<file path="src/rtl/im2col_pkg.sv">
// Shared types and defaults for the img2col K x K sliding-window controller.
package im2col_pkg;

  localparam int DW_DEF    = 16;
  localparam int K_DEF     = 5;
  localparam int MAX_W_DEF = 64;
  localparam int STRIDE_W  = 2;

  typedef enum logic [2:0] {
    IDLE,
    FILL,
    EMIT,
    SLIDE,
    DRAIN
  } state_t;

  // Windows produced by one row-band of w columns; 0 for an unusable configuration.
  function automatic int num_windows(input int w, input int k, input int s);
    if (w < k || s < 1) return 0;
    return (w - k) / s + 1;
  endfunction

endpackage

</file>
<file path="src/rtl/im2col_col_shreg.sv">
// K-column shift register: each shift moves every column one place older and
// loads the incoming column as the newest (column K-1).
module im2col_col_shreg #(
  parameter int DW = 16,
  parameter int K  = 5
) (
  input  logic              clk,
  input  logic              nrst,
  input  logic              shift_en,
  input  logic [K*DW-1:0]   col_data,
  output logic [K*K*DW-1:0] win_data
);

  // NOTE: the window store is reset because a restarted band must never expose
  // pixels left over from an aborted one.
  always_ff @(posedge clk or negedge nrst) begin
    if (!nrst) begin
      win_data <= '0;
    end else if (shift_en) begin
      for (int r = 0; r < K; r++) begin
        for (int c = 0; c < K - 1; c++) begin
          win_data[(r*K+c)*DW +: DW] <= win_data[(r*K+c+1)*DW +: DW];
        end
        win_data[(r*K+K-1)*DW +: DW] <= col_data[r*DW +: DW];
      end
    end
  end

endmodule

</file>
<file path="src/rtl/im2col_window_ctrl.sv">
// Sliding-window builder: collects image columns, emits a K x K window every
// STRIDE columns and reuses the overlapping columns between windows.
module im2col_window_ctrl
  import im2col_pkg::*;
#(
  parameter int DW    = DW_DEF,
  parameter int K     = K_DEF,
  parameter int MAX_W = MAX_W_DEF,
  parameter int CW    = $clog2(MAX_W + 1)
) (
  input  logic                clk,
  input  logic                nrst,
  input  logic                start,
  input  logic [CW-1:0]       cfg_img_w,
  input  logic [STRIDE_W-1:0] cfg_stride,
  input  logic                col_valid,
  output logic                col_ready,
  input  logic [K*DW-1:0]     col_data,
  output logic                win_valid,
  input  logic                win_ready,
  output logic [K*K*DW-1:0]   win_data,
  output logic                win_last,
  output logic                busy,
  output logic                done,
  output logic                cfg_err
);

  state_t              state;
  logic [CW-1:0]       img_w;
  logic [CW-1:0]       col_cnt;
  logic [STRIDE_W-1:0] stride;
  logic [STRIDE_W-1:0] skip_cnt;

  logic          col_acc;
  logic [CW-1:0] cnt_inc;
  logic          last_next;
  logic          cfg_ok;

  assign col_acc = col_valid && col_ready;
  assign cnt_inc = col_cnt + CW'(1);
  // The window formed by this accept is the last one if another stride would overrun the band.
  assign last_next = ({2'b00, cnt_inc} + {{CW{1'b0}}, stride}) > {2'b00, img_w};
  assign cfg_ok = (cfg_img_w >= CW'(K)) && (cfg_img_w <= CW'(MAX_W)) &&
                  (cfg_stride != '0);
  assign busy = (state != IDLE);

  im2col_col_shreg #(
    .DW(DW),
    .K (K)
  ) u_shreg (
    .clk     (clk),
    .nrst    (nrst),
    .shift_en(col_acc),
    .col_data(col_data),
    .win_data(win_data)
  );

  // NOTE: all state below uses non-blocking assignments so every register
  // updates from the same pre-edge values regardless of statement order.
  always_ff @(posedge clk or negedge nrst) begin
    if (!nrst) begin
      state     <= IDLE;
      img_w     <= '0;
      stride    <= '0;
      col_cnt   <= '0;
      skip_cnt  <= '0;
      col_ready <= 1'b0;
      win_valid <= 1'b0;
      win_last  <= 1'b0;
      done      <= 1'b0;
      cfg_err   <= 1'b0;
    end else begin
      done    <= 1'b0;
      cfg_err <= 1'b0;
      case (state)
        IDLE: begin
          if (start) begin
            if (cfg_ok) begin
              img_w     <= cfg_img_w;
              stride    <= cfg_stride;
              col_cnt   <= '0;
              col_ready <= 1'b1;
              state     <= FILL;
            end else begin
              cfg_err <= 1'b1;
            end
          end
        end
        FILL: begin
          if (col_acc) begin
            col_cnt <= cnt_inc;
            if (cnt_inc == CW'(K)) begin
              col_ready <= 1'b0;
              win_valid <= 1'b1;
              win_last  <= last_next;
              state     <= EMIT;
            end
          end
        end
        EMIT: begin
          if (win_ready) begin
            win_valid <= 1'b0;
            win_last  <= 1'b0;
            if (!win_last) begin
              skip_cnt  <= stride;
              col_ready <= 1'b1;
              state     <= SLIDE;
            end else if (col_cnt == img_w) begin
              done  <= 1'b1;
              state <= IDLE;
            end else begin
              col_ready <= 1'b1;
              state     <= DRAIN;
            end
          end
        end
        SLIDE: begin
          if (col_acc) begin
            col_cnt  <= cnt_inc;
            skip_cnt <= skip_cnt - STRIDE_W'(1);
            if (skip_cnt == STRIDE_W'(1)) begin
              col_ready <= 1'b0;
              win_valid <= 1'b1;
              win_last  <= last_next;
              state     <= EMIT;
            end
          end
        end
        DRAIN: begin
          // Tail columns are consumed so the fetch stage stays aligned, but form no window.
          if (col_acc) begin
            col_cnt <= cnt_inc;
            if (cnt_inc == img_w) begin
              col_ready <= 1'b0;
              done      <= 1'b1;
              state     <= IDLE;
            end
          end
        end
        default: begin
          col_ready <= 1'b0;
          win_valid <= 1'b0;
          win_last  <= 1'b0;
          state     <= IDLE;
        end
      endcase
    end
  end

endmodule
</file>
<file path="config.mk">
export PLATFORM = sky130hd
export DESIGN_NAME = im2col_window_ctrl
export DESIGN_NICKNAME = d
export VERILOG_FILES = /design/src/rtl/im2col_pkg.sv /design/src/rtl/im2col_col_shreg.sv /design/src/rtl/im2col_window_ctrl.sv
export SDC_FILE = /design/constraint.sdc
export NUM_CORES = 1
export LEC_CHECK = 0
export CAP_MARGIN = 25
export CORE_AREA = 2 2 196 198
export DETAILED_ROUTE_END_ITERATION = 7
export DIE_AREA = 0 0 198 200
export PLACE_DENSITY = 0.78
export SLEW_MARGIN = 30
export SYNTH_ARGS = -nofsm -noshare
export SYNTH_HDL_FRONTEND = slang
export SYNTH_SLANG_ARGS = --single-unit
</file>
<file path="constraint.sdc">
create_clock -name clk -period 5.2 [get_ports clk]
set_input_delay 0.78 -clock clk [delete_from_list [all_inputs] [get_ports clk]]
set_output_delay 0.78 -clock clk [all_outputs]
set_load 0.03 [all_outputs]
</file>
Word level (Yosys, flattened, before mapping)
Index checks and enable logic that the tools add are counted.
- bits in registers: 426
- logic and storage cells: 106
- add/sub/neg operators: 3
- magnitude comparators: 3
- equal/unequal tests: 20
- multiplexer cells: 52
- bitwise gates (word level): 1
- reductions and logical operators: 16
- operator list (kind ; count):
    $mux W3 ; 11
    $mux W1 ; 28
    $mux W7 ; 3
    $ne A2 B2 Y1 const B ; 10
    $pmux W3 S5 ; 1
    $eq A7 B7 Y1 ; 2
    $pmux W7 S2 ; 1
    $reduce_and A10 Y1 ; 1
    $reduce_and A9 Y1 ; 1
    $add A7 B2 Y8 ; 1
    $gt A8 B7 Y1 ; 1
    $pmux W1 S4 ; 2
    $reduce_and A4 Y1 ; 2
    $add A7 B1 Y7 const B ; 1
    $eq A7 B3 Y1 const B ; 1
    $ge A7 B3 Y1 const B ; 1
    $le A7 B7 Y1 const B ; 1
    $eq A3 B2 Y1 const B ; 2
    $mux W2 ; 3
    $reduce_and A6 Y1 ; 1
    $reduce_bool A2 Y1 ; 3
    $pmux W1 S5 ; 1
    $pmux W2 S2 ; 1
    $eq A3 B1 Y1 const B ; 1
    other kinds (13) ; 15

Logic depth before layout (Yosys ltp)
Gate-level depths: netlist of run 1.
- depth in word-level cells: 6
- depth in mapped cells: 15
- gate-level depth less buffers: 15

Modules after synthesis
A second synthesis of run 1 with hierarchy kept.
- cell total of the unflattened synthesis: 1065
- area, all modules: 18888.1 sq um
- modules (own cells, without submodules) (module ; instances ; cells each ; area each (sq um) ; sequential area each (sq um)):
    im2col_col_shreg ; 1 ; 845 ; 16907.5 ; 10009.6
    im2col_window_ctrl ; 1 ; 220 ; 1980.6 ; 650.6

Worst setup path before layout of run 1
OpenSTA, ideal clock, no wires.
- path kind: register -> register
- from: register col_cnt[0]
- to: register win_last
- data arrival time: 2.798 ns
- data required time: 5.079 ns
- path slack: 2.281 ns
- stages on the path, launching flop included: 15
- buffers on the path: 0
- cell sequence: dfrtp_1 > inv_1 > ha_1 > inv_1 > fa_1 > inv_1 > o21ai_0 > nand2_1 > a21oi_1 > xnor2_1 > ha_1 > a21o_1 > a2111oi_0 > o2bb2ai_1 > a22o_1
- word-level cells in the longest chain between the ends: 6
- RTL lines (what ; RTL line ; source):
    from (decl) ; im2col_window_ctrl.sv:30 ; logic [CW-1:0] col_cnt;
    from (signal assigned) ; im2col_window_ctrl.sv:91 ; col_cnt <= cnt_inc;
    from (signal assigned) ; im2col_window_ctrl.sv:119 ; col_cnt <= cnt_inc;
    from (signal assigned) ; im2col_window_ctrl.sv:132 ; col_cnt <= cnt_inc;
    $add A7 B1 Y7 * ; im2col_window_ctrl.sv:40 ; assign cnt_inc = col_cnt + CW'(1);
    $add A7 B2 Y8 ; im2col_window_ctrl.sv:42 ; assign last_next = ({2'b00, cnt_inc} + {{CW{1'b0}}, stride}) > {2'b00, img_w};
    $gt A8 B7 Y1 ; im2col_window_ctrl.sv:42 ;
    $mux W1, on equally long branches ; im2col_window_ctrl.sv:121, im2col_window_ctrl.sv:92 ;
    $mux W1, on equally long branches ; im2col_window_ctrl.sv:118, im2col_window_ctrl.sv:90 ;
    $pmux W1 S4 ; im2col_window_ctrl.sv:75 ; case (state)
    to (signal assigned) ; im2col_window_ctrl.sv:95 ; win_last <= last_next;
    to (signal assigned) ; im2col_window_ctrl.sv:124 ; win_last <= last_next;
    to (decl) ; im2col_window_ctrl.sv:22 ; output logic win_last,
Every way passes the cells marked *; elsewhere a longest branch is shown, timed or not. The select of a mux whose other input is x is not followed.
A chain may end at the register's enable or synchronous reset.

Final worst setup path of run 1
Same ends and word-level chain as after synthesis.

==> results.py, run 1 <==
metrics = {
    "route": {
        "wire_per_inst_um": 17.26,
        "postRouteAntennaNets": 0,
        "vias_per_cell": 4.889,
        "routed-via-count": 14270,
        "dr.pass1.iters": 5,
        "route.detailed.drc": 0,
        "drt_wl_total_um": 50370,
        "first_iter_violations": 912,
    },
    "floorplanning": {
        "fp-row-count": 71,
        "start_util_pct": 45.09,
        "chipWidth_um": 198,
        "ios": 500,
        "core_um2": 37400,
        "dieArea_um2": 39600,
        "die_h_um": 200,
    },
    "grt": {
        "grt_pass1_wl_um": 77580,
        "grt_usage_pct": 25.20,
        "grt_max_degree": 184,
        "antenna_found_initial": 1,
        "grt_pass1_vias": 14130,
        "grt_overflow_total": 0,
    },
    "cts": {
        "postCtsSetupBuffers": 0,
        "root_buffer": "clkbuf_16",
        "cts_sinks": 426,
        "clock_path_buffers": 3,
        "worstSkewPairLatency_ns": 0.56,
        "cts_inserted_buffers": 45,
        "cts_max_level": 2,
        "hold_buffers": 0,
        "cts_resized": 0,
        "path_clk_slew_ns": 0.06,
        "cts_tree": "done",
    },
    "synthesis": {
        "synthArstFlopShare_pct": 100.0,
        "synth_flop_cell": "dfrtp_1",
        "synth_edf_count": 0,
        "syn-num-nets": 2021,
        "ys_warn_count": 0,
        "synth.avg_cell_area_um2": 8.811,
        "synth_area_um2": 16860,
        "synth_cells": 1914,
        "synth_cell_types": 48,
        "synth.yosys.seq_area_share_pct": 63.21,
        "ys_ff_latch": 426,
    },
    "power": {
        "p_per_area_nw_per_um2": 284.9,
        "peakVddDrop_v": 0.0002699,
        "leakage_nw": 12.41,
        "finalPower_mw": 6.776,
    },
    "final_layout": {
        "post-route-util_pct": 63.60,
        "area_growth_pct": 41.05,
        "nNetsFinal": 2478,
        "drive_above_1_share_pct": 4.198,
        "final_cells": 2918,
        "nFillCells": 3027,
        "fin_area_um2": 23790,
    },
    "placed_design": {
        "place.gp.congestion": 0.8735,
        "dp_cells": 2835,
        "port_buffers": 499,
        "post-place-ws_ns": 1.942,
        "hpwl_um": 35120,
        "placed_area_um2": 22230,
    },
    "critical_path": {
        "reg2reg_slack_ns": 1.97,
        "worstPathArrival_ns": 3.68,
        "path_common_cell": "inv_1",
        "critical_path.max_fanout": 8,
        "crit_required_ns": 5.66,
        "crit_cells": 14,
        "r2r-start": "col_cnt[0]",
        "path_buf_inv": 3,
        "cp_slowest_cell": "dfrtp_1",
        "critPathLaunch": "col_cnt[0]",
        "critPathKind": "flop to flop",
        "rr_endpoint": "win_last",
        "rr_worst_depth": 14,
        "cp_top_family": "adder cells",
        "start_kind": "flop",
        "path_cells": "inv_1 > ha_1 > inv_1 > fa_1 > inv_1 > o21ai_0 > nand2_1 > a21oi_1 > xnor2_1 > ha_1 > a21o_1 > a2111oi_0 > o2bb2ai_1 > a22o_1",
        "endpoint": "win_last",
        "end_kind": "flop",
        "slowest_delay_ns": 0.48,
    },
    "run_status": {
        "status": "complete, no violations",
    },
    "sta": {
        "fmax_mhz": 309.9,
        "max_slew.worst_pin.slew_ns": 0.8081,
        "clock_skew_ns": 0.01631,
        "worst_slack_ns": 1.973,
        "hold_violations": 0,
        "setup_viol": 0,
        "period_needed_ns": 3.227,
        "fin_hold_ws_ns": 0.2416,
        "setup_tns_ns": 0,
        "fin_crit_sh_pct": 62.05,
        "slew_violations": 0,
        "slew_headroom_pct": 46.13,
        "grt_setup_unrepaired": "false",
    },
    "hold_path": {
        "hold_class": "input port to asynchronous set/reset pin",
    },
    "flow_run": {
        "max_cap_violations": 0,
    },
}
[synth_stat cells, types with 10 or more instances]
cell      number  area share (%)
nand2_1     1216              27
dfrtp_1      426              63
clkbuf_1      86             1.9
inv_1         18            0.40
a21oi_1       16            0.47
nor2_1        15            0.33
ha_1          12            0.89
xnor2_1       12            0.62
nand3_1       11            0.33
o21ai_0       11            0.33
xor2_1        11            0.57
mux2_2        10            0.67
[worst min path at each step]
stage,slack [ns],end,start
3_3_place_gp,0.46,u_shreg.win_data[326],u_shreg.win_data[326]
2_1_floorplan,0.48,cfg_err,nrst
6_report,0.24,u_shreg.win_data[325],nrst
5_1_grt,0.28,u_shreg.win_data[325],nrst
4_1_cts,0.24,u_shreg.win_data[320],nrst
3_5_place_dp,0.46,u_shreg.win_data[253],u_shreg.win_data[253]
[cells in the final DEF, fill, tap and decap left out, types with 4 or more instances in the layout]
master and instances:
xor2_1 11, bufinv_16 4, a21oi_1 16, a31oi_1 4, a21o_1 4, nand3_1 11, nor2_1 15, clkbuf_8 12
nor3_1 6, nand2_1 1215, mux2_2 10, ha_1 12, xnor2_1 12, clkinv_2 5, clkbuf_1 12, o21ai_0 11
dfrtp_1 426, inv_1 18, clkdlybuf4s50_1 498, clkbuf_16 47, buf_12 5, buf_4 5
[cell families after synthesis]
family                   after synthesis  share of synthesized area, %
buffers and inverters                118                         2.982
flip-flops                           426                         63.21
adder cells (fa/ha/maj)               13                         1.009
AND/OR/NAND/NOR                     1273                         28.98
XOR/XNOR                              23                         1.194
multiplexers                          12                        0.8161
AO/OA/AOI/OAI                         49                         1.810
[area by class of cell]
class	instances	area, um2	share of cell area (%)
sequential	426	10660	44.81
multi-input combinational	1370	5720	24.05
timing repair buffer	510	5149	21.64
clock buffer	71	1386	5.828
tap	511	639.4	2.688
clock inverter	11	162.7	0.6838
inverter	18	67.56	0.2840
antenna	1	2.502	0.01052
[routing by layer]
metal,wire [um],up-vias,global-route usage [%]
met2,23930,539,40.48
met1,19840,6817,31.33
li1,-,6786,-
met5,0,-,0
met4,2714,0,13.70
met3,3890,125,6.687
[state kept, by name (all words and copies together) (netlist names)]
| name | flops |
|---|---|
| win_last | 1 |
| col_ready | 1 |
| u_shreg.win_data | 400 |
| stride | 2 |
| cfg_err | 1 |
| win_valid | 1 |
| state | 3 |
| col_cnt | 7 |
| done | 1 |
| skip_cnt | 2 |
| img_w | 7 |
[report_power, final]
| part | leakage, nW | internal, mW | switching [mW] |
|---|---|---|---|
| clock network | 0.764 | 2.03 | 1.29 |
| logic | 5.70 | 0.0685 | 0.0794 |
| registers | 5.95 | 3.32 | 0.000534 |
| total | 12.4 | 5.41 | 1.37 |
Power figures use the tool's default switching activity.
==> run 2: changes to the inputs <==
--- a/config.mk
+++ b/config.mk
@@ -6,9 +6,10 @@
 export NUM_CORES = 1
 export LEC_CHECK = 0
 export CAP_MARGIN = 25
-export CORE_AREA = 2 2 196 198
+export CORE_ASPECT_RATIO = 1.2
+export CORE_MARGIN = 2
+export CORE_UTILIZATION = 43
 export DETAILED_ROUTE_END_ITERATION = 7
-export DIE_AREA = 0 0 198 200
 export PLACE_DENSITY = 0.78
 export SLEW_MARGIN = 30
 export SYNTH_ARGS = -nofsm -noshare
==> constraint.sdc (replaced) <==
create_clock -name clk -period 2.8 [get_ports clk]
set_input_delay 0.42 -clock clk [delete_from_list [all_inputs] [get_ports clk]]
set_output_delay 0.42 -clock clk [all_outputs]
set_load 0.03 [all_outputs]
==> run 2 against run 1 <==
  * Clock-buffer cell count fell by 1
  * Hold slack improved by 0.15 ns
  * Sequential cell count did not move
  * Wire length fell by 0.88%
  * Via count barely moved
  * Power rose by 77%
==> results.py, run 2 (synthesis results as in run 1) <==
metrics = {
    "sta": {
        "setup_viol": 0,
        "clock_skew_ns": 0.01712,
        "grt_setup_unrepaired": "true",
        "hold_violations": 0,
        "setup_tns_ns": 0,
        "fin_crit_sh_pct": 98.24,
        "period_needed_ns": 2.751,
        "max_slew.worst_pin.slew_ns": 0.8242,
        "fmax_mhz": 363.5,
        "slew_violations": 0,
        "slew_headroom_pct": 45.05,
    },
    "critical_path": {
        "start_kind": "flop",
        "end_kind": "flop",
        "rr_endpoint": "win_last",
        "crit_required_ns": 3.24,
        "endpoint": "win_last",
        "r2r-start": "col_cnt[0]",
        "rr_worst_depth": 13,
        "worstPathArrival_ns": 3.19,
        "critPathLaunch": "col_cnt[0]",
        "critPathKind": "flop to flop",
        "reg2reg_slack_ns": 0.05,
        "critical_path.max_fanout": 3,
    },
    "cts": {
        "path_clk_slew_ns": 0.06,
        "root_buffer": "clkbuf_16",
        "cts_tree": "done",
        "cts_max_level": 2,
        "cts_inserted_buffers": 44,
        "cts_sinks": 426,
        "worstSkewPairLatency_ns": 0.55,
        "clock_path_buffers": 3,
    },
    "grt": {
        "grt_max_degree": 140,
        "grt_pass1_vias": 13750,
        "grt_usage_pct": 24.17,
        "grt_overflow_total": 0,
        "antenna_found_initial": 2,
        "grt_pass1_wl_um": 77560,
    },
    "route": {
        "drt_wl_total_um": 49930,
        "route.detailed.drc": 0,
        "wire_per_inst_um": 16.87,
        "vias_per_cell": 4.826,
        "routed-via-count": 14280,
        "first_iter_violations": 1006,
        "dr.pass1.iters": 5,
        "postRouteAntennaNets": 0,
    },
    "final_layout": {
        "drive_above_1_share_pct": 5.512,
        "area_growth_pct": 42.29,
        "post-route-util_pct": 61.93,
        "layout_commonest_cell": "nand2_1",
        "fin_area_um2": 24000,
        "largest_register": "u_shreg.win_data",
        "largest_reg_flops": 400,
        "layout_common_cells": "nand2_1 (1215), clkdlybuf4s50_1 (498), dfrtp_1 (425), clkbuf_16 (44), buf_4 (27)",
        "nNetsFinal": 2506,
        "top_regs": "u_shreg.win_data (400), col_cnt (7), img_w (7)",
    },
    "hold_path": {
        "hold_class": "input port to flop",
        "worstHoldStart": "col_data[54]",
    },
    "floorplanning": {
        "dieArea_um2": 40830,
        "chipWidth_um": 184.8,
        "fp-row-count": 79,
        "start_util_pct": 43.53,
        "die_h_um": 220.9,
        "core_um2": 38750,
        "ios": 500,
    },
    "power": {
        "peakVddDrop_v": 0.0005019,
        "p_per_area_nw_per_um2": 500.0,
        "leakage_nw": 12.52,
        "finalPower_mw": 12.00,
    },
    "run_status": {
        "status": "complete, no violations",
    },
    "flow_run": {
        "max_cap_violations": 0,
    },
    "placed_design": {
        "placed_area_um2": 22540,
        "place.gp.congestion": 0.8753,
        "hpwl_um": 35610,
        "port_buffers": 499,
    },
}
[run 2: cell count changes in the layout (fill, tap and decap cells not counted), sizes merged]
cell | before | now
clkinvlp | 0 | 2
inv | 19 | 20
clkbuf | 71 | 70
bufinv | 4 | 1
dlygate4sd3 | 0 | 1
diode | 1 | 2
clkinv | 6 | 3
buf | 12 | 40
[run 2: timing repair]
item	4_1_cts	5_1_grt
gates resized for setup	2	8
hold buffers	1	0
endpoints found under the hold margin	61	0
pin swaps	6	6
buffers inserted	2	1
endpoints found under the setup margin	1	5
[run 2: how the worst min path moves through the flow]
stage               cells past startpoint  slack (ns)                     to
global route                            3        0.39  u_shreg.win_data[230]
detailed placement                      1        0.46   u_shreg.win_data[85]
finish                                  3        0.39  u_shreg.win_data[310]
CTS                                     3        0.37  u_shreg.win_data[310]
global placement                        1        0.46   u_shreg.win_data[85]
floorplan                               0        0.12                cfg_err
[run 2: routing by layer]
metal	vias up	routed length [um]	part of all wire (%)	global-route usage, %
li1	6855	-	-	-
met1	6836	19900	40	29.96
met2	481	24720	50	40.82
met3	107	3180	6.4	5.053
met4	0	2131	4.3	10.29
met5	-	0	0	0
[run 2: through the flow]
step	setup slack, ns	instances	hold WS [ns]
after floorplan	0.01362	1914	0.1244
after global placement	-0.04722	2875	0.4567
after detailed placement	-0.07982	2875	0.4614
after CTS	0.01247	2956	0.3721
after global routing	-0.09147	2959	0.3885
final	0.04915	2959	0.3926
[run 2: worst max-delay path, cell delays in order, from the launching register on]
cell	delay [ns]
dfrtp_2	0.41
inv_2	0.09
ha_4	0.21
buf_4	0.14
ha_1	0.27
a21oi_1	0.07
nor2_2	0.16
nand3_1	0.12
xnor2_1	0.17
ha_1	0.29
buf_4	0.15
a2111oi_4	0.32
o2bb2ai_1	0.09
a22o_1	0.17
[run 2: final cells by class]
type | instances | area (um2)
sequential | 426 | 10660
fill | 3276 | 14750
antenna | 2 | 5.005
timing repair buffer | 539 | 5453
clock inverter | 8 | 88.84
multi-input combinational | 1370 | 5784
tap | 526 | 658.1
clock buffer | 70 | 1279
inverter | 18 | 67.56
[run 2: report_power, final]
| part | switching, mW | internal [mW] |
|---|---|---|
| combinational | 0.152 | 0.142 |
| sequential | 0.00115 | 6.16 |
| clock | 2.32 | 3.22 |
| total | 2.47 | 9.53 |
